[src/rtl/counter_mod_lv163x.sv]
// Parametrised synchronous up/down counter with programmable modulus, parallel load,
// synchronous clear and cascadable terminal count (74x163-style, any width).
module counter_mod_lv163x #(
    parameter int WIDTH   = 8,
    parameter int MODULUS = 2 ** WIDTH,
    parameter int INIT    = 0
) (
    input  logic             clk,
    input  logic             rst,
    input  logic [WIDTH-1:0] d,
    input  logic             pe_n,
    input  logic             sr_n,
    input  logic             cep,
    input  logic             cet,
    input  logic             ud,
    output logic [WIDTH-1:0] q,
    output logic             tc
);

    localparam logic [WIDTH-1:0] TERM_VAL = WIDTH'(MODULUS - 1);
    localparam logic [WIDTH-1:0] INIT_VAL = WIDTH'(INIT);
    localparam logic [WIDTH-1:0] ZERO_VAL = {WIDTH{1'b0}};
    localparam logic [WIDTH-1:0] ONE_VAL  = WIDTH'(1);

    generate
        if (WIDTH < 1) begin : g_bad_width
            $error("counter_mod_lv163x: WIDTH must be >= 1");
        end
        if ((MODULUS < 2) || (longint'(MODULUS) > (longint'(1) << WIDTH))) begin : g_bad_modulus
            $error("counter_mod_lv163x: MODULUS must lie in 2..2**WIDTH");
        end
        if ((INIT < 0) || (INIT >= MODULUS)) begin : g_bad_init
            $error("counter_mod_lv163x: INIT must be below MODULUS");
        end
    endgenerate

    // Widened compare keeps the test meaningful when MODULUS spans the full width.
    function automatic logic out_of_range(input logic [WIDTH-1:0] cur);
        return {1'b0, cur} > {1'b0, TERM_VAL};
    endfunction

    function automatic logic [WIDTH-1:0] step_up(input logic [WIDTH-1:0] cur);
        return ((cur == TERM_VAL) || out_of_range(cur)) ? ZERO_VAL : cur + ONE_VAL;
    endfunction

    function automatic logic [WIDTH-1:0] step_down(input logic [WIDTH-1:0] cur);
        return ((cur == ZERO_VAL) || out_of_range(cur)) ? TERM_VAL : cur - ONE_VAL;
    endfunction

    logic [WIDTH-1:0] q_r;
    logic [WIDTH-1:0] next_s;
    logic [WIDTH-1:0] step_s;
    logic             count_en_s;
    logic             tc_s;

    // Next-state selection: clear beats load beats count beats hold.
    // Ternaries on ud/cet/cep let an unknown enable or direction show up on q.
    always_comb begin
        count_en_s = cet & cep;
        step_s     = ud ? step_up(q_r) : step_down(q_r);
        next_s     = q_r;
        if (!sr_n) begin
            next_s = ZERO_VAL;
        end else if (!pe_n) begin
            next_s = d;
        end else begin
            next_s = count_en_s ? step_s : q_r;
        end
    end

    // Counter state register; rst forces INIT immediately and holds it.
    always_ff @(posedge clk or posedge rst) begin
        if (rst) begin
            q_r <= INIT_VAL;
        end else begin
            q_r <= next_s;
        end
    end

    // Terminal count: exact match only, so out-of-range loads never raise it.
    always_comb begin
        tc_s = cet & (ud ? (q_r == TERM_VAL) : (q_r == ZERO_VAL));
    end

    assign q  = q_r;
    assign tc = tc_s;

endmodule
[config.mk]
export PLATFORM = sky130hd
export DESIGN_NAME = counter_mod_lv163x
export DESIGN_NICKNAME = d
export VERILOG_FILES = /design/src/rtl/counter_mod_lv163x.sv
export SDC_FILE = /design/constraint.sdc
export NUM_CORES = 1
export LEC_CHECK = 0
export CAP_MARGIN = 5
export CORE_UTILIZATION = 50
export DETAILED_ROUTE_END_ITERATION = 8
export PLACE_DENSITY = 0.83
export SLEW_MARGIN = 25
export SYNTH_ARGS = -nofsm -noshare
export SYNTH_HDL_FRONTEND = slang
export SYNTH_SLANG_ARGS = --single-unit
[constraint.sdc]
create_clock -name clk -period 4.3 [get_ports clk]
set_input_delay 0.86 -clock clk [delete_from_list [all_inputs] [get_ports clk]]
set_output_delay 0.86 -clock clk [all_outputs]
set_load 0.02 [all_outputs]
### Word-level counts from Yosys, hierarchy flattened

Index checks and enable logic that the tools add are counted.

| word-level totals | value |
|---|---|
| output and inout bits | 9 |
| word-level logic and storage cells | 15 |
| input port bits | 15 |
| bits in registers | 8 |

| operators by class | value |
|---|---|
| reduce and logical (&&, ||, !) cells | 1 |
| add/subtract/negate cells | 2 |
| mux-type cells | 7 |
| bitwise operators | 2 |
| equal/unequal tests | 2 |

Operator list:

| operator | count |
|---|---|
| $mux W8 | 6 |
| $add A8 B1 Y8 const B | 1 |
| $eq A8 B8 Y1 const B | 1 |
| $logic_not A8 Y1 | 1 |
| $sub A8 B1 Y8 const B | 1 |
| $ne A3 B2 Y1 const B | 1 |
| $and A1 B1 Y1 | 2 |
| $mux W1 | 1 |

### Logic depth before layout (Yosys ltp)

Gate-level depths: netlist (run 1).

| depth | value |
|---|---|
| depth after elaboration | 6 |
| gate-level depth with buffers | 7 |
| mapped depth without buffers | 6 |

### Worst setup path before layout (run 1)

Ideal clock, no wire load.

| path | value |
|---|---|
| kind | reg-to-output |
| from | reg q_r[0], in the netlist q[0] |
| to | out tc |
| arrival | 1718 ps |
| cell stages (with the launch flop) | 7 |
| path buffers | 1 |
| path slack | 1722 ps |
| required time | 3440 ps |
| cells stage by stage | dfrtp_1 -> clkbuf_1 -> inv_1 -> ha_1 -> or4b_4 -> nor2_1 -> o21a_1 |

| between the ends | value |
|---|---|
| longest elaborated chain between the ends | 3 |
| elaborated cells between the ends (all ways) | 4 |
| those cells by class | eq/ne: 1; mux: 1; bitwise: 1; reduce/logical: 1 |

Ends and longest elaborated chain:

| what | line | source |
|---|---|---|
| from (decl) | 50 | `logic [WIDTH-1:0] q_r;` |
| from (signal assigned) | 76 | `q_r <= next_s;` |
| $eq A8 B8 Y1 / $logic_not A8 Y1 (equally long branches) | 82 | `tc_s = cet & (ud ? (q_r == TERM_VAL) : (q_r == ZERO_VAL));` |
| $mux W1 * | 82 |  |
| $and A1 B1 Y1 * | 82 |  |
| to (decl) | 17 | `output logic tc` |

Every way passes the cells marked *; elsewhere a longest branch is shown, timed or not.

### Worst setup path in the final report (run 1)

| path | value |
|---|---|
| from | in ud |
| to | out tc |

| between the ends | value |
|---|---|
| longest elaborated chain between the ends | 2 |

Ends and longest elaborated chain:

| what | line | source |
|---|---|---|
| from (decl) | 15 | `input logic ud,` |
| $mux W1 | 82 |  |
| $and A1 B1 Y1 | 82 |  |

No other way between the ends.

==> results of run 1 <==
==> worst paths after layout <==
path,depth (start not counted),endpoint,slack (ps)
setup / recovery,5,tc,510
hold / removal,2,q[5],790
setup reg to reg,6,q[3],2380
hold reg to reg,2,q[5],790
max in group asynchronous,2,q[6],3190
min in group asynchronous,2,q[7],850
==> worst register-to-register path, cell delays in order (launching register included) <==
cell and delay (ps):
dfrtp_1 480, inv_1 150, ha_1 180, or4b_4 510, o21ai_2 130, a21oi_1 90
o41ai_2 280
==> final cells by class <==
class                   count  area, um^2
repair buffers             23         230
fillers                   128         473
flip-flops and latches      8         200
inverters                   9        33.8
clock buffers               3        22.5
multi-input cells          85         579
well taps                  16        20.0
==> where the power goes <==
part	switching (W)	leakage [nW]	internal (W)	total [W]
combinational	0.0000480	0.302	0.0000474	0.0000954
clock	0.0000315	0.0138	0.0000323	0.0000638
sequential	0.0000146	0.106	0.0000803	0.0000950
total	0.0000941	0.422	0.000160	0.000254
==> kinds of logic (layout without fill, tap and decap cells) <==
group                    after synthesis  in the layout
adder cells (fa/ha/maj)                3              3
buffers and inverters                 20             35
AO/OA/AOI/OAI                         40             40
flip-flops                             8              8
AND/OR/NAND/NOR                       40             40
XOR/XNOR                               2              2
==> layer usage <==
| metal | vias up | global-route usage (%) | part of all wire, % |
|---|---|---|---|
| li1 | 456 | - | - |
| met1 | 430 | 40.3 | 44 |
| met2 | 61 | 38.8 | 45 |
| met3 | 8 | 5.00 | 9.6 |
| met4 | 0 | 9.38 | 2.1 |
| met5 | - | 0 | 0 |
==> Yosys cell counts, drive strengths merged, types with 3 or more instances <==
cell type	count	share of area, %
nand2	10	4.3
inv	9	3.9
buf	8	5.3
dfrtp	8	23
nor2	7	3.0
a21oi	6	3.4
o21ai	6	3.9
a211oi	4	3.4
nand4	4	2.9
nor3	4	2.3
o2bb2ai	4	4.0
clkbuf	3	1.3
ha	3	4.3
==> placed cells by master (no fill, tap or decap), types with 5 or more instances in the layout <==
| cell | instances |
|---|---|
| a21oi_1 | 6 |
| clkdlybuf4s50_1 | 23 |
| dfrtp_1 | 8 |
| inv_1 | 9 |
| nand2_1 | 10 |
| nor2_1 | 7 |
| o21ai_0 | 5 |
==> metrics by stage <==
stage	worst slack (ps)	util [%]	cell area [um^2]	hold WS [ps]
final	511	69.7	1090	794
after global routing	415	69.7	1090	839
after CTS	555	69.7	1090	796
after detailed placement	562	68.2	1060	779
after global placement	588	68.2	1060	767
after floorplan	1720	-	871	676
==> results.ini, run 1 <==
[run_status]
outcome = finished with violations
violations = DRC

[timing]
finalClockSkew_ps = 2.48
min_period_ps = 3790
setup_viol = 0
fmax_ghz = 0.264
rsz0062_at_grt = no
setup_tns_ps = 0
hold_viol = 0
worst_slew_pin_slew_ps = 482
fin_crit_sh_pct = 88.1
final_max_slew_viol_count = 0
slew_headroom_pct = 67.7

[clock_network]
postCtsSetupBuffers = 0
cts_resized = 0
clkTransAtPathRegs_ps = 60
cts_sinks = 8
clockBufferDepth = 2
root_buffer = clkbuf_4
ctsHoldBuffers = 0
worstSkewPairLatency_ps = 260
cts_made_buffers = 3
cts_tree = done
htree_levels = 1

[synth]
syn_area_um2 = 871
synth_compound_gate_area_share_pct = 34.8
synth_cell_types = 45
ys.flop_type = dfrtp_1
ys_ff_latch = 8
yosys_warnings = 0
synth.net_count = 131
syn-mean-instance-area_um2 = 7.71
yosys.area_share.simple_pct = 25.4
synthArstFlopShare_pct = 100
synth-edff-count = 0
synth-adder-area-share_pct = 4.31
synth_top_family_by_area = compound AO/OA/AOI/OAI gates
synthMuxAreaShare_pct = 0
synthesis.instances = 113
ys_seq_area_share_pct = 23.0
synth_xor_area_share_pct = 2.01

[setup_path]
path_buf_inv = 2
cp_slowest_cell = clkdlybuf4s50_1
path_class = input port to primary output
worst_path_most_repeated_cell = clkdlybuf4s50_1
start_kind = input port
critPathRequiredTime_ps = 3440
cp.arrival_ps = 2930
cp-startpoint = ud
critPathMaxStageDelay_ps = 700
reg2reg_from = q[0]
cp_max_fo = 11
critical_path.top_delay_family = buffers and inverters
setup.worst_path.end_class = primary output
path_cells = clkdlybuf4s50_1 -> nand2_1 -> nor3_1 -> o21a_1 -> clkdlybuf4s50_1

[route]
initialDrtViolationCount = 51
drc_errors = 2
vias = 955
viasPerCell = 6.63
wirelength_um = 2440
drt_pass1_iterations = 6
avgRoutedWirePerCell_um = 16.9
postRouteAntennaNets = 0

[floorplan]
rows = 14
io_pins = 24
start_util_pct = 55.9
die_y_um = 43.7
fp.dieW_um = 43.7
die_area_um2 = 1910
core_um2 = 1560

[placed_design]
dp_hpwl_um = 1720
routabilityCongestion = 0.910
portBuffers = 23
dpl.cell_count = 141

[global_routing]
grt_pass1_wl_um = 3760
grt_pass1_vias = 814
antenna_found_initial = 0
grt_use_total_pct = 27.1
overflow = 0
grt_max_degree = 14

[power]
p_per_area_nw_per_um2 = 234
peakVddDrop_uv = 187
power_w = 0.000254
leakage_nw = 0.422

[finish]
antenna_cells = 0
largest_reg_flops = 8
stdcell_count = 144
areaGrowthSynthToFinish_pct = 24.7
fin_nets = 148
drive_above_1_share_pct = 4.69

[hold_path]
hp-start = q[5]
hold_path.class = flop to flop

[job]
cap_violations = 0

No activity file was read; power rests on OpenSTA's default activity.
==> run 2, diff against run 1 <==
Settings changed: CORE_MARGIN set to 5.
Clock period 4.3 ns to 4.7 ns, I/O delays scaled along.
==> run 2 against run 1 <==
  * The flow now finishes without violations
  * Routed wire length rose by 2.1%
  * Final area grew 0.12%
  * Largest cell class unchanged
  * Core utilization down 5.3 points
  * Clock power decreased by 13%
  * First-iteration DRC count is 3.9% lower
  * Global-route usage shrank 7.3 points
  * Setup slack better by 230 ps
  * Highest routed layer unchanged
  * Combinational power fell by 8.0%
  * Critical path type unchanged
  * Final cell count is 0.69% higher
  * Worst hold slack improved by 33 ps
  * Critical path depth stayed put
==> results.ini, run 2 (same netlist as run 1, synthesis figures left out) <==
[route]
drc_errors = 0  ; -2
vias = 982  ; +2.8%
postRouteAntennaNets = 0  ; unchanged
wirelength_um = 2490  ; +2.1%
avgRoutedWirePerCell_um = 17.2  ; +1.4%
initialDrtViolationCount = 49  ; -3.9%
drt_pass1_iterations = 4  ; -2
viasPerCell = 6.77  ; +2.1%

[floorplan]
io_pins = 24  ; unchanged
rows = 15  ; +1
fp.dieW_um = 51.7  ; +18%
core_um2 = 1690  ; +8.3%
start_util_pct = 51.6  ; -4.3 points
die_y_um = 51.7  ; +18%
die_area_um2 = 2680  ; +40%

[clock_network]
clkTransAtPathRegs_ps = 60  ; about the same
htree_levels = 1  ; unchanged
ctsHoldBuffers = 0  ; unchanged
root_buffer = clkbuf_4
clockBufferDepth = 2  ; unchanged
cts_tree = done
cts_made_buffers = 3  ; unchanged
cts_sinks = 8  ; unchanged
postCtsSetupBuffers = 0  ; unchanged
worstSkewPairLatency_ps = 260  ; about the same
cts_resized = 0  ; unchanged

[finish]
areaGrowthSynthToFinish_pct = 24.9
antenna_cells = 0  ; unchanged
final_cell_mix = clkdlybuf4s50_1, nand2_1, inv_1
stdcell_count = 145  ; +0.69%
fin_nets = 148  ; unchanged
largest_reg_flops = 8  ; unchanged
final_common_cell = clkdlybuf4s50_1
drive_above_1_share_pct = 4.69  ; unchanged

[setup_path]
critPathMaxStageDelay_ps = 710  ; about the same
setup.worst_path.end_class = primary output
cp.arrival_ps = 3020  ; +90 ps
path_cells = clkdlybuf4s50_1 -> nand2_1 -> nor3_1 -> o21a_1 -> clkdlybuf4s50_1
cp_slowest_cell = clkdlybuf4s50_1
path_buf_inv = 2  ; unchanged
critical_path.top_delay_family = buffers and inverters
critPathRequiredTime_ps = 3760  ; +320 ps
worst_path_most_repeated_cell = clkdlybuf4s50_1
start_kind = input port
cp_max_fo = 11  ; unchanged
path_class = input port to primary output

[placed_design]
dpl.cell_count = 142  ; +0.71%
dp_hpwl_um = 1820  ; +5.7%
routabilityCongestion = 0.905  ; -0.53%
portBuffers = 23  ; unchanged

[global_routing]
met2_usage_pct = 32.2  ; -6.6 points
busiest_layer = met2
antenna_found_initial = 0  ; unchanged
grt_use_met1_pct = 24.4  ; -16 points
met3_usage_pct = 5.73  ; +0.73 points
grt_pass1_vias = 900  ; +11%
grt_max_degree = 14  ; unchanged
grt_pass1_wl_um = 4010  ; +6.6%
overflow = 0  ; unchanged
grt_use_total_pct = 19.7  ; -7.3 points

[power]
peakVddDrop_uv = 140  ; -25%
leakage_nw = 0.422  ; unchanged
p_per_area_nw_per_um2 = 212  ; -9.4%
power_w = 0.000231  ; -9.3%

[timing]
final_max_slew_viol_count = 0  ; unchanged
fin_crit_sh_pct = 84.2
worst_slew_pin_slew_ps = 427  ; -55.3 ps
fmax_ghz = 0.253
hold_viol = 0  ; unchanged
finalClockSkew_ps = 3.24  ; +0.754 ps
rsz0062_at_grt = no
slew_headroom_pct = 70.8  ; +3.1 points
setup_tns_ps = 0  ; unchanged
hold_slack_ps = 827  ; +33.1 ps
setup_viol = 0  ; unchanged
min_period_ps = 3960

[job]
cap_violations = 0  ; unchanged

[run_status]
outcome = finished, final reports clean

[hold_path]
hold_path.class = flop to flop

==> run 2: routing by layer <==
layer,up-vias,part of all wire (%)
met2,53,49
met1,459,43
met3,9,6.9
li1,461,-
met5,-,0
met4,0,1.6
==> run 2: worst paths after layout <==
kind | cells past startpoint | slack [ps] | to | startpoint
max | 5 | 740 | tc | ud
min | 2 | 830 | q[4] | q[4]
max reg2reg | 6 | 2720 | q[3] | q[0]
min reg2reg | 2 | 830 | q[4] | q[4]
max in group asynchronous | 2 | 3490 | q[6] | rst
min in group asynchronous | 2 | 950 | q[7] | rst
==> run 2: metrics by stage <==
step / area, um^2 / utilization (%) / worst slack [ps]
after floorplan: 871 / - / 1980
after global placement: 1060 / 63.0 / 838
after detailed placement: 1060 / 63.0 / 763
after CTS: 1090 / 64.4 / 758
after global routing: 1090 / 64.4 / 586
final: 1090 / 64.4 / 741
==> run 2: report_power, final <==
group,switching (W),internal (W),total [W],leakage (nW)
Sequential,0.0000137,0.0000736,0.0000872,0.106
Combinational,0.0000442,0.0000436,0.0000878,0.302
Clock,0.0000262,0.0000294,0.0000557,0.0138
==> run 2: layout make-up <==
class / instances / area [um^2]
repair buffers: 23 / 230
inverters: 9 / 33.8
well taps: 17 / 21.3
fillers: 160 / 602
flip-flops and latches: 8 / 200
multi-input cells: 85 / 579
clock buffers: 3 / 22.5
==> run 2: worst reg2reg max path, cell delays in order, from the launching register on <==
cell and delay, ps:
dfrtp_1 490, inv_1 150, ha_1 200, or4b_4 510, o21ai_2 140, a21oi_1 100, o41ai_2 290
==> edit 1 (settings of run 1) <==
Make the reset (`rst`) synchronous in one clocked block.
--- a/src/rtl/counter_mod_lv163x.sv
+++ b/src/rtl/counter_mod_lv163x.sv
@@ -70,5 +70,5 @@
 
     // Counter state register; rst forces INIT immediately and holds it.
-    always_ff @(posedge clk or posedge rst) begin
+    always_ff @(posedge clk) begin
         if (rst) begin
             q_r <= INIT_VAL;
Function: differs if rst is asserted again (counterexample within 4 cycles, from zero or initial values and one cycle with rst high); with rst held inactive, the same outputs for 10 cycles.
==> edit 1 against run 1 <==
- count of clock-buffer cells in the layout is the same
- total power shrank 8.0%
- clock skew shrank 0.0017 ns
- setup slack gained 0.36 ns
- sequential cell count is the same
- final area shrank 1.5%
- die area shrank 4.0%
- area after synthesis shrank 4.2%
- combinational power shrank 14%
- global-route usage shrank 0.43 points
- wire length shrank 11%
- sequential power shrank 5.6%
==> edit 1: results <==
export IMPL_outcome="completed"
export IMPL_grt_pass1_wl_um=3732
export IMPL_clock_root_buffer="clkbuf_4"
export IMPL_hpwl_um=1597
export IMPL_tightest_slew_ns=0.5636
export IMPL_cts_buffer_depth=2
export IMPL_largest_register_ffs=8
export IMPL_setup_viol=0
export IMPL_crit_arrival_ns=2.57
export IMPL_synth_async_sr_flop_share_pct=0
export IMPL_place_area_um2=1047
export IMPL_syn_nets=131
export IMPL_yosys_cell_types_count=44
export IMPL_num_antenna_cells=0
export IMPL_leakage_nw=0.3862
export IMPL_synth_warnings=0
export IMPL_postCtsSetupRepairBufs=0
export IMPL_synthTopCellsByCount="10 x nor2_1, 9 x o21ai_0, 8 x dfxtp_1, 8 x nand2_1"
export IMPL_synth_top_cells_by_area="dfxtp_1 19%, o21ai_0 5.4%, ha_1 4.5%"
export IMPL_min_path_type="flop to flop"
export IMPL_drive_above_1_share_pct=6.154
export IMPL_dr_first_iter_drc_count=75
export IMPL_finalWirelength_um=2168
export IMPL_antenna_found_initial=0
export IMPL_insertion_delay_ns=0.26
export IMPL_nets=150
export IMPL_htreeDepth=1
export IMPL_fillers=127
export IMPL_cts_resized=0
export IMPL_firstDrtPassIters=4
export IMPL_viasPerCell=6.521
export IMPL_cts_reportedPaths_clkPinSlew_ns=0.06
export IMPL_grt_pass1_vias=813
export IMPL_grt_usage_pct=26.62
export IMPL_port_buffers=23
export IMPL_clock_skew_ns=0.0007860
export IMPL_ir_worst_vdd_v=0.0001772
export IMPL_yosysSeqAreaShare_pct=19.19
export IMPL_grt_max_degree=19
export IMPL_crit_fanout=3
export IMPL_gp_congestion=0.9284
export IMPL_cts_buffers=3
==> edit 1: layout make-up <==
class,count,area [um^2],share of cell area [%]
timing repair buffer,24,237.7,22.22
clock buffer,3,22.52,2.105
sequential,8,160.2,14.97
multi-input combinational,89,606.8,56.72
inverter,6,22.52,2.105
tap,16,20.02,1.871
==> edit 1: routing by layer <==
layer / vias up / wire, um / global-route usage, %
li1: 461 / - / -
met1: 414 / 912 / 36.95
met2: 73 / 990 / 39.09
met3: 4 / 241 / 6.809
met4: 0 / 24 / 10.00
met5: - / 0 / 0
==> edit 1: path summary, 6_finish.rpt <==
path / from / endpoint / slack (ns) / depth (start not counted)
worst min-delay path: q[1] / q[1] / 0.62 / 2
worst min register to register: q[1] / q[1] / 0.62 / 2
worst max register to register: q[0] / q[3] / 2.47 / 6
worst max-delay path: ud / tc / 0.87 / 5
==> edit 1: worst max-delay path, stage by stage <==
cell             delay (ns)
clkdlybuf4s50_1        0.45
nor4_1                 0.33
nand2_1                0.10
a21boi_0               0.20
clkdlybuf4s50_1        0.63
==> edit 1: stage by stage <==
stage | cells | hold WS (ns) | total power, mW | setup WS [ns]
2_1_floorplan | 113 | 0.6255 | 0.1411 | 1.516
3_3_place_gp | 143 | 0.5999 | 0.1708 | 0.8806
5_1_grt | 146 | 0.6515 | 0.2459 | 0.7328
3_5_place_dp | 143 | 0.5942 | 0.1719 | 0.8897
4_1_cts | 146 | 0.6094 | 0.2321 | 0.8734
6_report | 146 | 0.6245 | 0.2340 | 0.8713
==> edit 1: cell families (layout without fill, tap and decap cells) <==
family	Yosys count	after routing	share of synthesized area (%)
buffers and inverters	16	33	8.095
adder cells (fa/ha/maj)	3	3	4.498
XOR/XNOR	5	5	5.248
AND/OR/NAND/NOR	46	46	31.49
flip-flops	8	8	19.19
AO/OA/AOI/OAI	35	35	31.49
==> edit 1: where the power goes <==
part	internal [mW]	switching, mW
sequential	0.0780	0.0117
clock	0.0322	0.0300
combinational	0.0431	0.0390
==> edit 2 (flow settings as in run 1) <==
Made on the original files. Change the parameter `WIDTH` from 8 to 7.
--- a/src/rtl/counter_mod_lv163x.sv
+++ b/src/rtl/counter_mod_lv163x.sv
@@ -2,5 +2,5 @@
 // synchronous clear and cascadable terminal count (74x163-style, any width).
 module counter_mod_lv163x #(
-    parameter int WIDTH   = 8,
+    parameter int WIDTH   = 7,
     parameter int MODULUS = 2 ** WIDTH,
     parameter int INIT    = 0
Ports: changed (resized d and q); port bits go from 24 to 22. No check against the original RTL was run, so the function may have changed too.
==> edit 2 against run 1 <==
- final area down 11%
- sequential cell count down 1
- critical path depth up 1
- die area down 13%
- setup slack better by 0.29 ns
- area after synthesis down 14%
- global-route usage up 1.4 points
- via count down 16%
- cell count down 11%
- total power down 8.9%
- wire length down 18%
- fmax up 8.4%
- largest power group unchanged
- highest routed layer is now met3
==> edit 2: results <==
export IMPL_slew_headroom_pct=69.90
export IMPL_yosys_cell_types_count=42
export IMPL_leakage_nw=0.4031
export IMPL_yosysSeqAreaShare_pct=23.37
export IMPL_place_area_um2=938.4
export IMPL_wire_per_inst_um=15.62
export IMPL_grt_max_degree=16
export IMPL_drive_above_1_share_pct=8.850
export IMPL_finalWirelength_um=1999
export IMPL_grt_pass1_vias=700
export IMPL_synth_compound_area_share_pct=28.38
export IMPL_outcome="completed"
export IMPL_largest_register_ffs=7
export IMPL_crit_arrival_ns=2.64
export IMPL_grt_usage_pct=28.49
export IMPL_reg2reg_slack_ns=2.36
export IMPL_gp_congestion=0.7399
export IMPL_crit_fanout=4
export IMPL_dr_first_iter_drc_count=29
export IMPL_muxShareOfSynthArea_pct=0
export IMPL_whs_endpoint="q[6]"
export IMPL_synth_top_cells_by_area="dfrtp_1 23%, o21ai_0 6.0%, ha_1 5.0%"
export IMPL_firstDrtPassIters=4
export IMPL_netlist_instances=96
export IMPL_clock_skew_ns=0.004982
export IMPL_min_from="q[6]"
export IMPL_r2r_start="q[0]"
export IMPL_viasPerCell=6.273
export IMPL_ir_worst_vdd_v=0.0002103
export IMPL_dpl_worst_slack_ns=0.8190
export IMPL_nets=131
export IMPL_synthTopCellsByCount="9 x o21ai_0, 8 x inv_1, 7 x dfrtp_1, 7 x nand3_1"
export IMPL_fillers=111
export IMPL_port_buffers=21
export IMPL_synth_warnings=0
export IMPL_synthAdderAreaFrac_pct=5.008
export IMPL_grt_pass1_wl_um=3146
==> edit 2: cell count changes after synthesis, moves of 4 or more <==
cell	run 1	this run
buf_2	7	2
nand2_1	10	5
nand3_1	2	7
o21ai_0	5	9
==> edit 2: worst max path at each step <==
stage | start | to | slack [ns]
finish | ud | tc | 0.80
global placement | ud | tc | 0.87
CTS | ud | tc | 0.81
detailed placement | ud | tc | 0.82
floorplan | q[4] | tc | 1.71
global route | ud | tc | 0.73
==> edit 2: metal layers <==
metal / track usage [%] / vias up / share of wire [%]
met2: 51.59 / 27 / 51
li1: - / 393 / -
met5: 0 / - / 0
met3: 3.804 / 0 / 4.7
met1: 34.55 / 383 / 44
met4: 8.333 / 0 / 0
==> edit 2: layout make-up <==
class / count / share of cell area [%]
inverters: 8 / 3.109
clock buffers: 3 / 2.332
multi-input cells: 72 / 51.42
repair buffers: 22 / 22.54
flip-flops and latches: 7 / 18.13
clock inverters: 1 / 0.5181
well taps: 15 / 1.943
==> edit 2: kinds of logic (layout without fill, tap and decap cells) <==
group | Yosys count | after routing
AOI/OAI and AO/OA | 30 | 30
xor gates and xnor gates | 1 | 1
adders and majority gates | 3 | 3
buffers and inverters | 17 | 34
DFF | 7 | 7
and+or+nand+nor | 38 | 38
==> edit 2: report_power, final <==
group	internal, mW	switching (mW)	total [mW]	leakage [nW]
combinational	0.0432	0.0417	0.0849	0.293
clock	0.0342	0.0284	0.0625	0.0177
sequential	0.0703	0.0140	0.0843	0.0923
total	0.148	0.0841	0.232	0.403
==> edit 2: per-stage QoR <==
step,power (mW),utilization [%],hold slack (ns)
3_3_place_gp,0.1672,69.51,0.6972
5_1_grt,0.2463,71.55,0.7331
3_5_place_dp,0.1695,69.51,0.6986
6_report,0.2318,71.55,0.7154
4_1_cts,0.2329,71.55,0.7117
2_1_floorplan,0.1374,-,0.6634
==> edit 2: worst max-delay path, stage by stage <==
cell and delay, ns:
clkdlybuf4s50_1 0.49, and4_1 0.25, and3_1 0.20, a21oi_1 0.08, nor2b_1 0.13, clkdlybuf4s50_1 0.62
